`config.mk`:
```
export PLATFORM = sky130hd
export DESIGN_NAME = imem_loader_flat
export DESIGN_NICKNAME = d
export VERILOG_FILES = /design/src/rtl/imem_loader_if.sv /design/src/rtl/imem_loader.sv /design/src/flat_wrapper.sv
export SDC_FILE = /design/constraint.sdc
export NUM_CORES = 1
export LEC_CHECK = 0
export ABC_AREA = 1
export CORE_ASPECT_RATIO = 0.6
export CORE_UTILIZATION = 48
export DETAILED_ROUTE_END_ITERATION = 8
export GPL_TIMING_DRIVEN = 0
export PLACE_DENSITY = 0.7
export RECOVER_POWER = 100
export SLEW_MARGIN = 20
export SYNTH_ARGS = -nofsm -noshare
export SYNTH_HDL_FRONTEND = slang
export SYNTH_SLANG_ARGS = --single-unit
export TNS_END_PERCENT = 30
```
`constraint.sdc`:
```
create_clock -name clk -period 3.4 [get_ports clk]
set_input_delay 0.85 -clock clk [delete_from_list [all_inputs] [get_ports clk]]
set_output_delay 0.85 -clock clk [all_outputs]
set_load 0.01 [all_outputs]
```
`src/rtl/imem_loader_if.sv`:
```
// imem_loader_if: byte-stream handshake plus instruction-memory write port.
interface imem_loader_if #(parameter int ADDR_W = 7);
  logic byte_valid;
  logic byte_ready;
  logic [7:0] byte_data;
  logic we0;
  logic [ADDR_W-1:0] wr_addr0;
  logic [31:0] wr_din0;
  modport master(output byte_valid, byte_data, input byte_ready, we0, wr_addr0, wr_din0);
  modport slave(input byte_valid, byte_data, output byte_ready, we0, wr_addr0, wr_din0);
endinterface

```
`src/rtl/imem_loader.sv`:
```
// imem_loader: loads a length-framed, XOR-checked byte image into imem and holds the core until done.
module imem_loader #(
  parameter int ADDR_W = 7
) (
  input  logic clk,
  input  logic reset,
  input  logic start,
  imem_loader_if.slave bus,
  output logic core_hold,
  output logic busy,
  output logic done,
  output logic err,
  output logic [ADDR_W:0] words_loaded
);
  typedef enum logic [2:0] {IDLE, LEN_LO, LEN_HI, DATA, CHECK, RUN, ERROR} state_t;
  localparam logic [ADDR_W:0] ONE = 1;
  state_t state, nxt;
  logic [7:0] len_lo, x;
  logic [15:0] len, n_rx;
  logic [1:0] bcnt;
  logic [23:0] sr;
  logic [ADDR_W:0] idx, idx_n;
  logic acc;
  assign acc = bus.byte_valid && bus.byte_ready;
  assign n_rx = {bus.byte_data, len_lo};
  assign idx_n = idx + ONE;
  always_comb begin
    nxt = state;
    unique case (state)
      IDLE, RUN, ERROR: if (start) nxt = LEN_LO;
      LEN_LO: if (acc) nxt = LEN_HI;
      LEN_HI: if (acc) nxt = 32'(n_rx) > (32'd1 << ADDR_W) ? ERROR : n_rx == 16'd0 ? CHECK : DATA;
      DATA: if (acc && bcnt == 2'd3 && 16'(idx_n) == len) nxt = CHECK;
      CHECK: if (acc) nxt = bus.byte_data == x ? RUN : ERROR;
      default: nxt = IDLE;
    endcase
  end
  // Status outputs are registered from the next state so they change with it.
  always_ff @(posedge clk or negedge reset) begin
    if (!reset) begin
      state <= IDLE;
      bus.byte_ready <= 1'b0;
      bus.we0 <= 1'b0;
      bus.wr_addr0 <= '0;
      bus.wr_din0 <= '0;
      core_hold <= 1'b1;
      busy <= 1'b0;
      done <= 1'b0;
      err <= 1'b0;
      words_loaded <= '0;
      len_lo <= '0;
      len <= '0;
      x <= '0;
      bcnt <= '0;
      sr <= '0;
      idx <= '0;
    end else begin
      state <= nxt;
      bus.we0 <= 1'b0;
      bus.byte_ready <= nxt inside {LEN_LO, LEN_HI, DATA, CHECK};
      busy <= nxt inside {LEN_LO, LEN_HI, DATA, CHECK};
      core_hold <= nxt != RUN;
      done <= nxt == RUN;
      err <= nxt == ERROR;
      if (nxt == LEN_LO && state != LEN_LO) begin
        x <= '0;
        idx <= '0;
        bcnt <= '0;
        words_loaded <= '0;
      end
      if (state == LEN_LO && acc) len_lo <= bus.byte_data;
      if (state == LEN_HI && acc) len <= n_rx;
      if (state == DATA && acc) begin
        x <= x ^ bus.byte_data;
        bcnt <= bcnt + 2'd1;
        sr <= {bus.byte_data, sr[23:8]};
        if (bcnt == 2'd3) begin
          bus.we0 <= 1'b1;
          bus.wr_addr0 <= idx[ADDR_W-1:0];
          bus.wr_din0 <= {bus.byte_data, sr};
          idx <= idx_n;
          words_loaded <= idx_n;
        end
      end
    end
  end
endmodule

```
`src/flat_wrapper.sv`:
```
// flat-port wrapper written by rule: the top's interface ports become plain ports
module imem_loader_flat 
#(
  parameter int ADDR_W = 7
)
  (clk, reset, start, core_hold, busy, done, err, words_loaded, bus_byte_valid, bus_byte_data, bus_byte_ready, bus_we0, bus_wr_addr0, bus_wr_din0);
  imem_loader_if #(.ADDR_W(ADDR_W)) bus_i ();
  input  logic clk;
  input  logic reset;
  input  logic start;
  output logic core_hold;
  output logic busy;
  output logic done;
  output logic err;
  output logic [ADDR_W:0] words_loaded;
  input wire logic [$bits(bus_i.byte_valid)-1:0] bus_byte_valid;
  input wire logic [$bits(bus_i.byte_data)-1:0] bus_byte_data;
  output wire logic [$bits(bus_i.byte_ready)-1:0] bus_byte_ready;
  output wire logic [$bits(bus_i.we0)-1:0] bus_we0;
  output wire logic [$bits(bus_i.wr_addr0)-1:0] bus_wr_addr0;
  output wire logic [$bits(bus_i.wr_din0)-1:0] bus_wr_din0;
  assign bus_i.byte_valid = bus_byte_valid;
  assign bus_i.byte_data = bus_byte_data;
  assign bus_byte_ready = bus_i.byte_ready;
  assign bus_we0 = bus_i.we0;
  assign bus_wr_addr0 = bus_i.wr_addr0;
  assign bus_wr_din0 = bus_i.wr_din0;
  imem_loader #(.ADDR_W(ADDR_W)) u_core (.clk(clk), .reset(reset), .start(start), .bus(bus_i), .core_hold(core_hold), .busy(busy), .done(done), .err(err), .words_loaded(words_loaded));
endmodule
```
==> metrics, run 1 <==
CTS max path bufs 2; final slew viol count 41; CTS tree yes; Post-Place Cells 857; clock group share of total power 35.9%; clock-pin slew on the worst setup and hold paths 0.05 ns; Antenna Violating Nets Remaining 0; Synth Flop Type dfrtp_1; Unique masters post-synth 32; Vias/cell 5.18; Multi-input gate area 0.00192 mm2; via count 4609; post-layout net count 751; Gate power share 26.5%; register area 0.00303 mm2; largest cells by area after synthesis dfrtp_1 (56%), nand2_1 (16%), o21ai_0 (6.9%); hold crit path type flop to flop; antenna violations before repair 0; Fillers 893; slew at the pin closest to its max-slew limit 2.21 ns; YS warnings 0; most used cell, CP nand2_1; nature of the critical path startpoint input port; Area Growth Syn to Fin 27.6%; DR iter-0 viols 501; gate count of the mapped netlist 653; Final min period 2.90 ns; min-delay src u_core.bus.wr_din0[7]; TritonCTS Sinks 121; CP Data Arrival Time 3.26 ns; Leak 3.58 nW; Global Route Usage Sum 25.1%; Post-synth EDFFs 0; FP Rows 29; top cells by count, synth nand2_1 (230), dfrtp_1 (120), o21ai_0 (74); clk_lat worst skew 0.42 ns; FMAX 344 MHz; largest area contributor in the synthesized netlist dfrtp_1; dpl hpwl 9420 um; vias in the first global route 4514; Async SR Flop Fraction 100%; Setup crit start bus_byte_valid; Max Cap Violations 1; Mapped Avg Cell Area 8.23 um2; endpoints failing hold 0; Starting Density 50.0%; number of port buffers 64; sequential area share after synthesis 56.4%; top-area cell type share of the netlist area 55.9%; Sum Neg Setup Slack 0 ns; peak supply drop 457 uV; critical path cell sequence dlygate4sd3_1 -> nand2_1 -> inv_1 -> nand2_1 -> nor2_1 -> nand3_1 -> nor2_1 -> nand3_1 -> nor2_1 -> nand3_1 -> nand2_1 -> nand2_1 -> nand3_4 -> buf_6 -> nand3_1 -> nand2_1; Chip Height 84.0 um; FF+latch count, synth 121; First-pass DRT Iterations 8; Resized Gates After CTS 0; slowest cell on the critical path dlygate4sd3_1; RR Startpoint u_core.idx[0]; RSZ-0062 raised after global routing no; Core ar. 0.0107 mm2; power share of the sequential group 37.6%; drt drc 7; WL/cell 14.9 um; synthesized area 0.00538 mm2; Worst slew margin -47.0%; max incr delay on CP 0.53 ns; Final Setup Violations 0; Hold Buf Count CTS 0; final cell count without fillers 889; Worst Clk Skew 0.0108 ns; Clk Tree Root Cell clkbuf_16; CP endpoint kind flop; H-tree depth 4; P_sw 0.00187 W; Required @ worst endpoint 3.75 ns; Int Pwr 0.00375 W; I/O Pins 65; CTS Buf Count 17; status finished with violations; Sw Ratio 33.3%; setup slack at placement 0.192 ns; PnR worst setup slack 0.495 ns; first-pass GRT wire length 22500 um; Worst Setup Path Type input port to flop; gpl congestion 0.875; final wirelength 13200 um; die area 0.0116 mm2; Congestion Overflow GR 0; PwrDens 820 mW/mm2; pin count of the biggest net entering global routing 82; most common cell in the netlist nand2_1; layout cells sized above 1 7.33%; post-CTS setup buffer count 0; Hold WS 0.465 ns; failing checks design-rule violations, max-capacitance violations, max-slew violations; Die X 139 um; antenna fix cells 0; Syn Nets 667; Final Cycle Share 85.4%; worst-path maximum fanout 10
[area by class of cell]
type / instances / share of cell area, %
Buffer: 24 / 1.68
Tap cell: 139 / 2.54
Clock inverter: 11 / 2.79
Sequential cell: 121 / 44.2
Clock buffer: 21 / 7.00
Multi-Input combinational cell: 432 / 28.0
Timing Repair Buffer: 65 / 9.65
Inverter: 76 / 4.18
[kinds of logic after synthesis]
| kind of cell | share of synthesized area, % |
|---|---|
| AOI/OAI and AO/OA | 8.10 |
| xor gates and xnor gates | 0.326 |
| adders and majority gates | 0.465 |
| buffers and inverters | 7.47 |
| DFF | 56.4 |
| and+or+nand+nor | 27.3 |
[registers in the layout, summed over array words and instances (netlist names)]
signal,cells
u_core.bcnt,2
u_core.bus.byte_ready,1
u_core.bus.we0,1
u_core.bus.wr_addr0,7
u_core.bus.wr_din0,32
u_core.core_hold,1
u_core.done,1
u_core.err,1
u_core.idx,8
u_core.len,16
u_core.len_lo,8
u_core.sr,24
u_core.state,3
u_core.words_loaded,8
u_core.x,8
[layer usage]
metal | share of wire, % | track usage (%)
met1 | 50 | 36.9
met2 | 41 | 36.2
met3 | 7.1 | 6.54
met4 | 1.3 | 8.08
met5 | 0 | 0
[critical path: cells and delay by family]
family / cells / cell delay, ns
simple gates: 13 / 1.43
buf+inv: 3 / 0.95
[power by group through the flow]
stage	clock network (W)	registers [W]	logic [W]
2_1_floorplan	0	0.00208	0.00100
3_3_place_gp	0	0.00211	0.00144
4_1_cts	0.00204	0.00211	0.00152
6_report	0.00202	0.00212	0.00149
3_5_place_dp	0	0.00213	0.00151
5_1_grt	0.00211	0.00216	0.00170
[per-stage QoR]
| step | total power (W) | cell area [um2] | util, % |
|---|---|---|---|
| after global routing | 0.00597 | 6860 | 63.9 |
| after floorplan | 0.00308 | 5380 | - |
| final | 0.00563 | 6860 | 63.9 |
| after detailed placement | 0.00364 | 6220 | 57.9 |
| after global placement | 0.00355 | 6190 | 57.6 |
| after CTS | 0.00567 | 6890 | 64.2 |
[path summary, 6_finish.rpt]
kind                                          to  slack (ns)  depth (start not counted)
max                               u_core.bcnt[1]        0.50                         16
min                        u_core.bus.wr_din0[7]        0.46                          2
min reg2reg                u_core.bus.wr_din0[7]        0.46                          2
max in group asynchronous       u_core.core_hold        1.03                          2
min in group asynchronous  u_core.bus.wr_din0[3]        1.08                          1
max reg2reg                       u_core.bcnt[1]        0.90                         14
[cells in the final DEF (no fill, tap or decap), drive strengths merged, types with 2 or more instances in the layout]
master	n
a21oi	5
buf	8
bufinv	5
clkbuf	39
clkdlybuf4s50	8
clkinv	6
clkinvlp	3
dfrtp	120
dlygate4sd3	55
ha	2
inv	73
nand2	233
nand3	70
nor2	34
o21ai	79
Power figures use the tool's default switching activity.
==> inputs of run 2 (changes only) <==
--- a/config.mk
+++ b/config.mk
@@ -5,7 +5,6 @@
 export SDC_FILE = /design/constraint.sdc
 export NUM_CORES = 1
 export LEC_CHECK = 0
-export ABC_AREA = 1
 export CORE_ASPECT_RATIO = 0.6
 export CORE_UTILIZATION = 48
 export DETAILED_ROUTE_END_ITERATION = 8
==> run 2 against run 1 <==
The flow still finishes with violations (design-rule violations, max-capacitance violations, max-slew violations). Synthesized area up 0.88%. Wire length is 4.1% lower. Critical path depth down 9. Synthesized cell count decreased by 8.0%. Non-clock buffer count rose by 5. Via count down 5.3%. Core utilization fell by 1.6 points. Critical endpoint is now u_core.bus.byte_ready. Sequential power up 7%. Hold slack worse by 0.0012 ns. Global-route usage decreased by 1.4 points. Sequential cell count unchanged.
==> metrics, run 2 <==
status finished with violations (unchanged); failing checks design-rule violations, max-capacitance violations, max-slew violations (unchanged); Starting Density 50.3% (was 50.0%); Global Route Usage Sum 23.8% (was 25.1%); via count 4363 (was 4609); synthesized area 0.00542 mm2 (was 0.00538 mm2); P_sw 0.00171 W (was 0.00187 W); endpoints failing hold 0 (unchanged); Unique masters post-synth 58 (was 32); largest area contributor in the synthesized netlist dfrtp_1 (unchanged); pin count of the biggest net entering global routing 74 (was 82); top cells by count, synth nand2_1 (262), dfrtp_1 (120), nor2_1 (37) (was nand2_1 (230), dfrtp_1 (120), o21ai_0 (74)); worst-path maximum fanout 9 (was 10); Hold WS 0.464 ns (was 0.465 ns); Vias/cell 5.28 (was 5.18); Worst Setup Path Type input port to flop (unchanged); layout cells sized above 1 9.59% (was 7.33%); Die X 139 um (about the same); DR iter-0 viols 375 (was 501); Final Cycle Share 92.8% (was 85.4%); commonest non-fill, non-tap cell in the layout nand2_1 (unchanged); max incr delay on CP 0.80 ns (was 0.53 ns); Final min period 3.16 ns (was 2.90 ns); Clk Tree Root Cell clkbuf_16 (unchanged); peak supply drop 433 uV (was 457 uV); First-pass DRT Iterations 7 (was 8); R2R Setup Slk 0.79 ns (was 0.90 ns); final slew viol count 49 (was 41); post-layout net count 690 (was 751); YS warnings 0 (unchanged); Hold Buf Count CTS 0 (unchanged); commonest cells after routing, fill and taps aside nand2_1 (262), dfrtp_1 (120), dlygate4sd3_1 (54), nor2_1 (37), clkbuf_1 (25) (was nand2_1 (231), dfrtp_1 (120), o21ai_0 (78), inv_1 (72), nand3_1 (65)); Sum Neg Setup Slack 0 ns (unchanged); Mapped Avg Cell Area 9.02 um2 (was 8.23 um2); max reg flops 32 (unchanged); vias in the first global route 4326 (was 4514); FF+latch count, synth 121 (unchanged); CTS tree yes (unchanged); Sw Ratio 31.9% (was 33.3%); WL/cell 15.3 um (was 14.9 um); Util after Layout 62.3% (was 63.9%); nature of the critical path startpoint input port (unchanged); clk_lat worst skew 0.41 ns (was 0.42 ns); largest cells by area after synthesis dfrtp_1 (55%), nand2_1 (18%), xnor2_1 (2.7%) (was dfrtp_1 (56%), nand2_1 (16%), o21ai_0 (6.9%)); number of port buffers 55 (was 64); most used cell, CP o31ai_1 (was nand2_1); power share of the sequential group 42.3% (was 37.6%); Synth Flop Type dfrtp_1 (unchanged); largest reg by FF count u_core.bus.wr_din0 (unchanged); Area Growth Syn to Fin 23.8% (was 27.6%); most common cell in the netlist nand2_1 (unchanged); CTS max path bufs 2 (unchanged); registers with the most flip-flops u_core.bus.wr_din0 x32, u_core.sr x24, u_core.len x16 (unchanged); Resized Gates After CTS 0 (unchanged); Worst slew margin -53.9% (was -47.0%); Congestion Overflow GR 0 (unchanged); post-CTS setup buffer count 0 (unchanged); clock-pin slew on the worst setup and hold paths 0.05 ns (about the same); CP Data Arrival Time 3.45 ns (was 3.26 ns); gpl congestion 0.835 (was 0.875); FMAX 317 MHz (was 344 MHz); first-pass GRT wire length 21600 um (was 22500 um); Fillers 871 (was 893); PwrDens 799 mW/mm2 (was 820 mW/mm2); antenna fix cells 0 (unchanged); CTS Buf Count 17 (unchanged); drt drc 5 (was 7); Max Cap Violations 1 (unchanged); Post-synth EDFFs 0 (unchanged); Gate power share 26.2% (was 26.5%); Required @ worst endpoint 3.69 ns (was 3.75 ns); Worst Clk Skew 0.00505 ns (was 0.0108 ns); I/O Pins 65 (unchanged); H-tree depth 4 (unchanged); clock group share of total power 31.5% (was 35.9%); Chip Height 84.3 um (was 84.0 um); RSZ-0062 raised after global routing no (unchanged); cell area after layout 0.00671 mm2 (was 0.00686 mm2); dpl hpwl 9050 um (was 9420 um); TritonCTS Sinks 121 (unchanged); gate count of the mapped netlist 601 (was 653); CP endpoint kind flop (unchanged); register area 0.00303 mm2 (unchanged); top-area cell type share of the netlist area 55.4% (was 55.9%); Core ar. 0.0108 mm2 (was 0.0107 mm2); Antenna Violating Nets Remaining 0 (unchanged); dpl cell area 0.00618 mm2 (was 0.00622 mm2); hold crit path type flop to flop (unchanged); Leak 3.42 nW (was 3.58 nW); Async SR Flop Fraction 100% (unchanged); Final Setup Violations 0 (unchanged); slew at the pin closest to its max-slew limit 2.31 ns (was 2.21 ns); Syn Nets 615 (was 667); critical path cell sequence dlygate4sd3_1 -> nand3b_1 -> nor3b_1 -> o31ai_1 -> o31ai_1 -> o21ai_0 -> mux2_4 (was dlygate4sd3_1 -> nand2_1 -> inv_1 -> nand2_1 -> nor2_1 -> nand3_1 -> nor2_1 -> nand3_1 -> nor2_1 -> nand3_1 -> nand2_1 -> nand2_1 -> nand3_4 -> buf_6 -> nand3_1 -> nand2_1); sequential area share after synthesis 55.9% (was 56.4%); Int Pwr 0.00365 W (was 0.00375 W); Multi-input gate area 0.00219 mm2 (was 0.00192 mm2); die area 0.0117 mm2 (was 0.0116 mm2); slowest cell on the critical path nor3b_1 (was dlygate4sd3_1); Final Power 0.00536 W (was 0.00563 W); final wirelength 12700 um (was 13200 um); FP Rows 29 (unchanged); antenna violations before repair 0 (unchanged)
## run 2: final timing paths
| check | from | endpoint | cells after the start |
|---|---|---|---|
| max in group asynchronous | reset | u_core.len[10] | 1 |
| min in group asynchronous | reset | u_core.words_loaded[2] | 1 |
| worst max-delay path | bus_byte_valid | u_core.bus.byte_ready | 7 |
| worst max register to register | u_core.len[11] | u_core.bus.byte_ready | 6 |
| worst min register to register | u_core.bus.wr_din0[19] | u_core.bus.wr_din0[19] | 2 |
| worst min-delay path | u_core.bus.wr_din0[19] | u_core.bus.wr_din0[19] | 2 |
## run 2: per-stage QoR
| stage | worst slack (ns) | std cells |
|---|---|---|
| 2_1_floorplan | 0.966 | 601 |
| 3_3_place_gp | -3.01 | 795 |
| 3_5_place_dp | 0.102 | 796 |
| 4_1_cts | 0.522 | 827 |
| 5_1_grt | 0.133 | 827 |
| 6_report | 0.244 | 827 |
## run 2: power groups by stage
| stage | Sequential, W | Clock (W) | Combinational [W] |
|---|---|---|---|
| after floorplan | 0.00226 | 0 | 0.000848 |
| after global placement | 0.00227 | 0 | 0.00141 |
| after detailed placement | 0.00229 | 0 | 0.00147 |
| after CTS | 0.00227 | 0.00172 | 0.00148 |
| after global routing | 0.00233 | 0.00179 | 0.00157 |
| final | 0.00227 | 0.00169 | 0.00140 |
## run 2: area by class of cell
type / count / share of cell area, %
Sequential cell: 121 / 45.1
Multi-Input combinational cell: 440 / 32.7
Timing Repair Buffer: 56 / 8.61
Clock buffer: 22 / 6.77
Buffer: 38 / 2.65
Tap cell: 139 / 2.59
Clock inverter: 9 / 1.49
Inverter: 2 / 0.112
## run 2: layer usage
metal | wire [um] | GRT usage (%) | up-vias
met5 | 0 | 0 | -
met4 | 114 | 7.98 | 0
met2 | 5320 | 34.0 | 134
li1 | - | - | 2092
met3 | 630 | 5.70 | 9
met1 | 6610 | 35.4 | 2128
## run 2: logic make-up (layout without fill, tap and decap cells)
group	count (synthesis)	in the layout	share of synthesized area (%)
compound gates	58	58	6.51
xor+xnor	24	24	4.01
fa+ha+maj	2	2	0.461
buf+inv	40	127	3.44
flops	121	121	55.9
mux	12	12	2.58
simple gates	344	344	27.1
## run 2: critical path, delay by kind of cell
| family | cells | cell delay [ns] |
|---|---|---|
| AO/OA/AOI/OAI | 3 | 0.68 |
| buffers and inverters | 1 | 0.61 |
| multiplexers | 1 | 0.29 |
| AND/OR/NAND/NOR | 2 | 1.01 |
==> inputs of run 3 (changes only) <==
--- a/config.mk
+++ b/config.mk
@@ -7,9 +7,10 @@
 export LEC_CHECK = 0
 export CORE_ASPECT_RATIO = 0.6
 export CORE_UTILIZATION = 48
+export CTS_CLUSTER_SIZE = 25
 export DETAILED_ROUTE_END_ITERATION = 8
 export GPL_TIMING_DRIVEN = 0
-export PLACE_DENSITY = 0.7
+export PLACE_DENSITY = 0.73
 export RECOVER_POWER = 100
 export SLEW_MARGIN = 20
 export SYNTH_ARGS = -nofsm -noshare
==> constraint.sdc (replaced) <==
create_clock -name clk -period 2.8 [get_ports clk]
set_input_delay 0.7 -clock clk [delete_from_list [all_inputs] [get_ports clk]]
set_output_delay 0.7 -clock clk [all_outputs]
set_load 0.01 [all_outputs]
==> run 3 against run 2 <==
The flow finishes with violations (design-rule violations). Die area unchanged. Sequential share of layout area down 0.61 points. Clock-buffer cell count up 4. First-iteration DRC count down 5.1%. Non-clock buffer count unchanged. Sequential power up 22%. Clock power up 41%. Via count up 2.0%. Core utilization up 0.85 points. Clock skew about the same. Total power up 29%. Worst setup slack worse by 0.13 ns. Largest cell class unchanged. Largest power group unchanged.
==> metrics, run 3 (synthesis gave the netlist of run 2 again) <==
status finished with violations (unchanged); failing checks design-rule violations (was design-rule violations, max-capacitance violations, max-slew violations); Starting Density 50.3% (unchanged); slowest cell on the critical path nor3b_2 (was nor3b_1); Die X 139 um (unchanged); Chip Height 84.3 um (unchanged); layout cells sized above 1 10.7% (was 9.59%); Congestion Overflow GR 0 (unchanged); Setup crit start bus_byte_valid (unchanged); CTS Buf Count 17 (unchanged); CTS tree yes (unchanged); post-layout net count 690 (unchanged); Final Setup Violations 0 (unchanged); first-pass GRT wire length 22100 um (was 21600 um); PwrDens 1010 mW/mm2 (was 799 mW/mm2); registers with the most flip-flops u_core.bus.wr_din0 x32, u_core.sr x24, u_core.len x16 (unchanged); RSZ-0062 raised after global routing no (unchanged); number of port buffers 55 (unchanged); final wirelength 13300 um (was 12700 um); PnR worst setup slack 0.118 ns (was 0.244 ns); Sum Neg Setup Slack 0 ns (unchanged); Resized Gates After CTS 0 (unchanged); via count 4450 (was 4363); FMAX 373 MHz; CP Data Arrival Time 2.99 ns (was 3.45 ns); min-delay src u_core.bus.wr_din0[31] (was u_core.bus.wr_din0[19]); antenna violations before repair 0 (unchanged); H-tree depth 4 (unchanged); max incr delay on CP 0.69 ns (was 0.80 ns); DR iter-0 viols 356 (was 375); critical path cell sequence clkdlybuf4s50_1 -> nand3b_1 -> nor3b_2 -> a31oi_1 -> and3_1 -> o211ai_1 -> mux2_4 (was dlygate4sd3_1 -> nand3b_1 -> nor3b_1 -> o31ai_1 -> o31ai_1 -> o21ai_0 -> mux2_4); commonest non-fill, non-tap cell in the layout nand2_1 (unchanged); antenna fix cells 0 (unchanged); commonest cells after routing, fill and taps aside nand2_1 (261), dfrtp_1 (120), dlygate4sd3_1 (53), nor2_1 (36), clkbuf_1 (23) (was nand2_1 (262), dfrtp_1 (120), dlygate4sd3_1 (54), nor2_1 (37), clkbuf_1 (25)); Area Growth Syn to Fin 25.5% (was 23.8%); Worst slew margin 15.4% (was -53.9%); vias in the first global route 4343 (was 4326); clk_lat worst skew 0.42 ns (was 0.41 ns); clock-pin slew on the worst setup and hold paths 0.05 ns (about the same); Global Route Usage Sum 24.6% (was 23.8%); largest reg by FF count u_core.bus.wr_din0 (unchanged); gpl congestion 0.852 (was 0.835); delay-heaviest family, CP simple AND/OR/NAND/NOR gates (unchanged); CP bufs+invs 1 (unchanged); Final Cycle Share 95.8%; Max Cap Violations 0 (was 1); setup slack at placement -0.346 ns (was 0.102 ns); Clk Tree Root Cell clkbuf_16 (unchanged); Worst Setup Path Type input port to flop (unchanged); post-CTS setup buffer count 0 (unchanged); pin count of the biggest net entering global routing 72 (was 74); hold crit path type flop to flop (unchanged); First-pass DRT Iterations 7 (unchanged); I/O Pins 65 (unchanged); Vias/cell 5.37 (was 5.28); slew at the pin closest to its max-slew limit 1.27 ns (was 2.31 ns); peak supply drop 589 uV (was 433 uV); CP endpoint kind flop (unchanged); Core ar. 0.0108 mm2 (unchanged); Required @ worst endpoint 3.10 ns (was 3.69 ns); Final min period 2.68 ns; max reg flops 32 (unchanged); WL/cell 16.0 um (was 15.3 um); Leak 3.47 nW (was 3.42 nW); dpl hpwl 9240 um (was 9050 um); Hold Buf Count CTS 0 (unchanged); drt drc 5 (unchanged); RR Startpoint u_core.idx[1] (was u_core.len[11]); Worst Clk Skew 0.00553 ns (was 0.00505 ns); FP Rows 29 (unchanged); worst-path maximum fanout 9 (unchanged); nature of the critical path startpoint input port (unchanged); die area 0.0117 mm2 (unchanged); CTS max path bufs 2 (unchanged); final slew viol count 0 (was 49); endpoints failing hold 0 (unchanged); TritonCTS Sinks 121 (unchanged); Antenna Violating Nets Remaining 0 (unchanged)
-- run 3: cell count changes in the layout (fill, tap and decap cells not counted), sizes merged --
| cell | before | now |
|---|---|---|
| clkinv | 5 | 1 |
| clkbuf | 44 | 49 |
| dlygate4sd3 | 54 | 53 |
| clkdlybuf4s25 | 1 | 0 |
| clkdlybuf4s50 | 0 | 1 |
| bufinv | 2 | 4 |
| clkinvlp | 2 | 1 |
-- run 3: final cells by class --
class                   count  area (um2)
clock buffers              26         519
fillers                   910        3970
repair buffers             56         553
multi-input cells         440        2210
inverters                   2        7.51
flip-flops and latches    121        3030
well taps                 139         174
plain buffers              38         179
clock inverters             6         133
-- run 3: layer usage --
metal	vias up	GRT usage [%]	share of wire (%)
met5	-	0	0
met4	0	7.47	1.2
met3	23	7.13	6.6
met2	159	35.1	42
met1	2175	36.3	50
li1	2093	-	-
-- run 3: worst reg2reg max path, stage by stage (launching register included) --
cell and delay [ns]:
dfrtp_1 0.49, ha_1 0.34, nand2_1 0.13, or4_1 0.48, and4b_1 0.23, nor4b_4 0.14
or3_1 0.38, a21boi_0 0.25
-- run 3: worst paths after layout --
path                                                to  cells after the start  slack [ns]
worst max-delay path             u_core.bus.byte_ready                      7        0.12
max in group asynchronous                  u_core.x[3]                      2        0.55
worst min-delay path            u_core.bus.wr_din0[31]                      2        0.47
min in group asynchronous       u_core.words_loaded[5]                      1        0.53
worst min register to register  u_core.bus.wr_din0[31]                      2        0.47
worst max register to register              u_core.err                      7        0.26
-- run 3: per-stage QoR --
step	instances	total power, W	instance area (um2)	util, %	hold WS (ns)
after global routing	828	0.00728	6800	63.1	0.498
after floorplan	601	0.00377	5420	-	0.404
after global placement	795	0.00447	6150	57.0	0.453
after detailed placement	796	0.00457	6180	57.3	0.462
after CTS	828	0.00699	6830	63.4	0.236
final	828	0.00690	6800	63.1	0.467
-- run 3: report_power, final --
group / switching [W] / internal, W
clock: 0.000764 / 0.00163
combinational: 0.000940 / 0.000794
sequential: 0.000446 / 0.00232
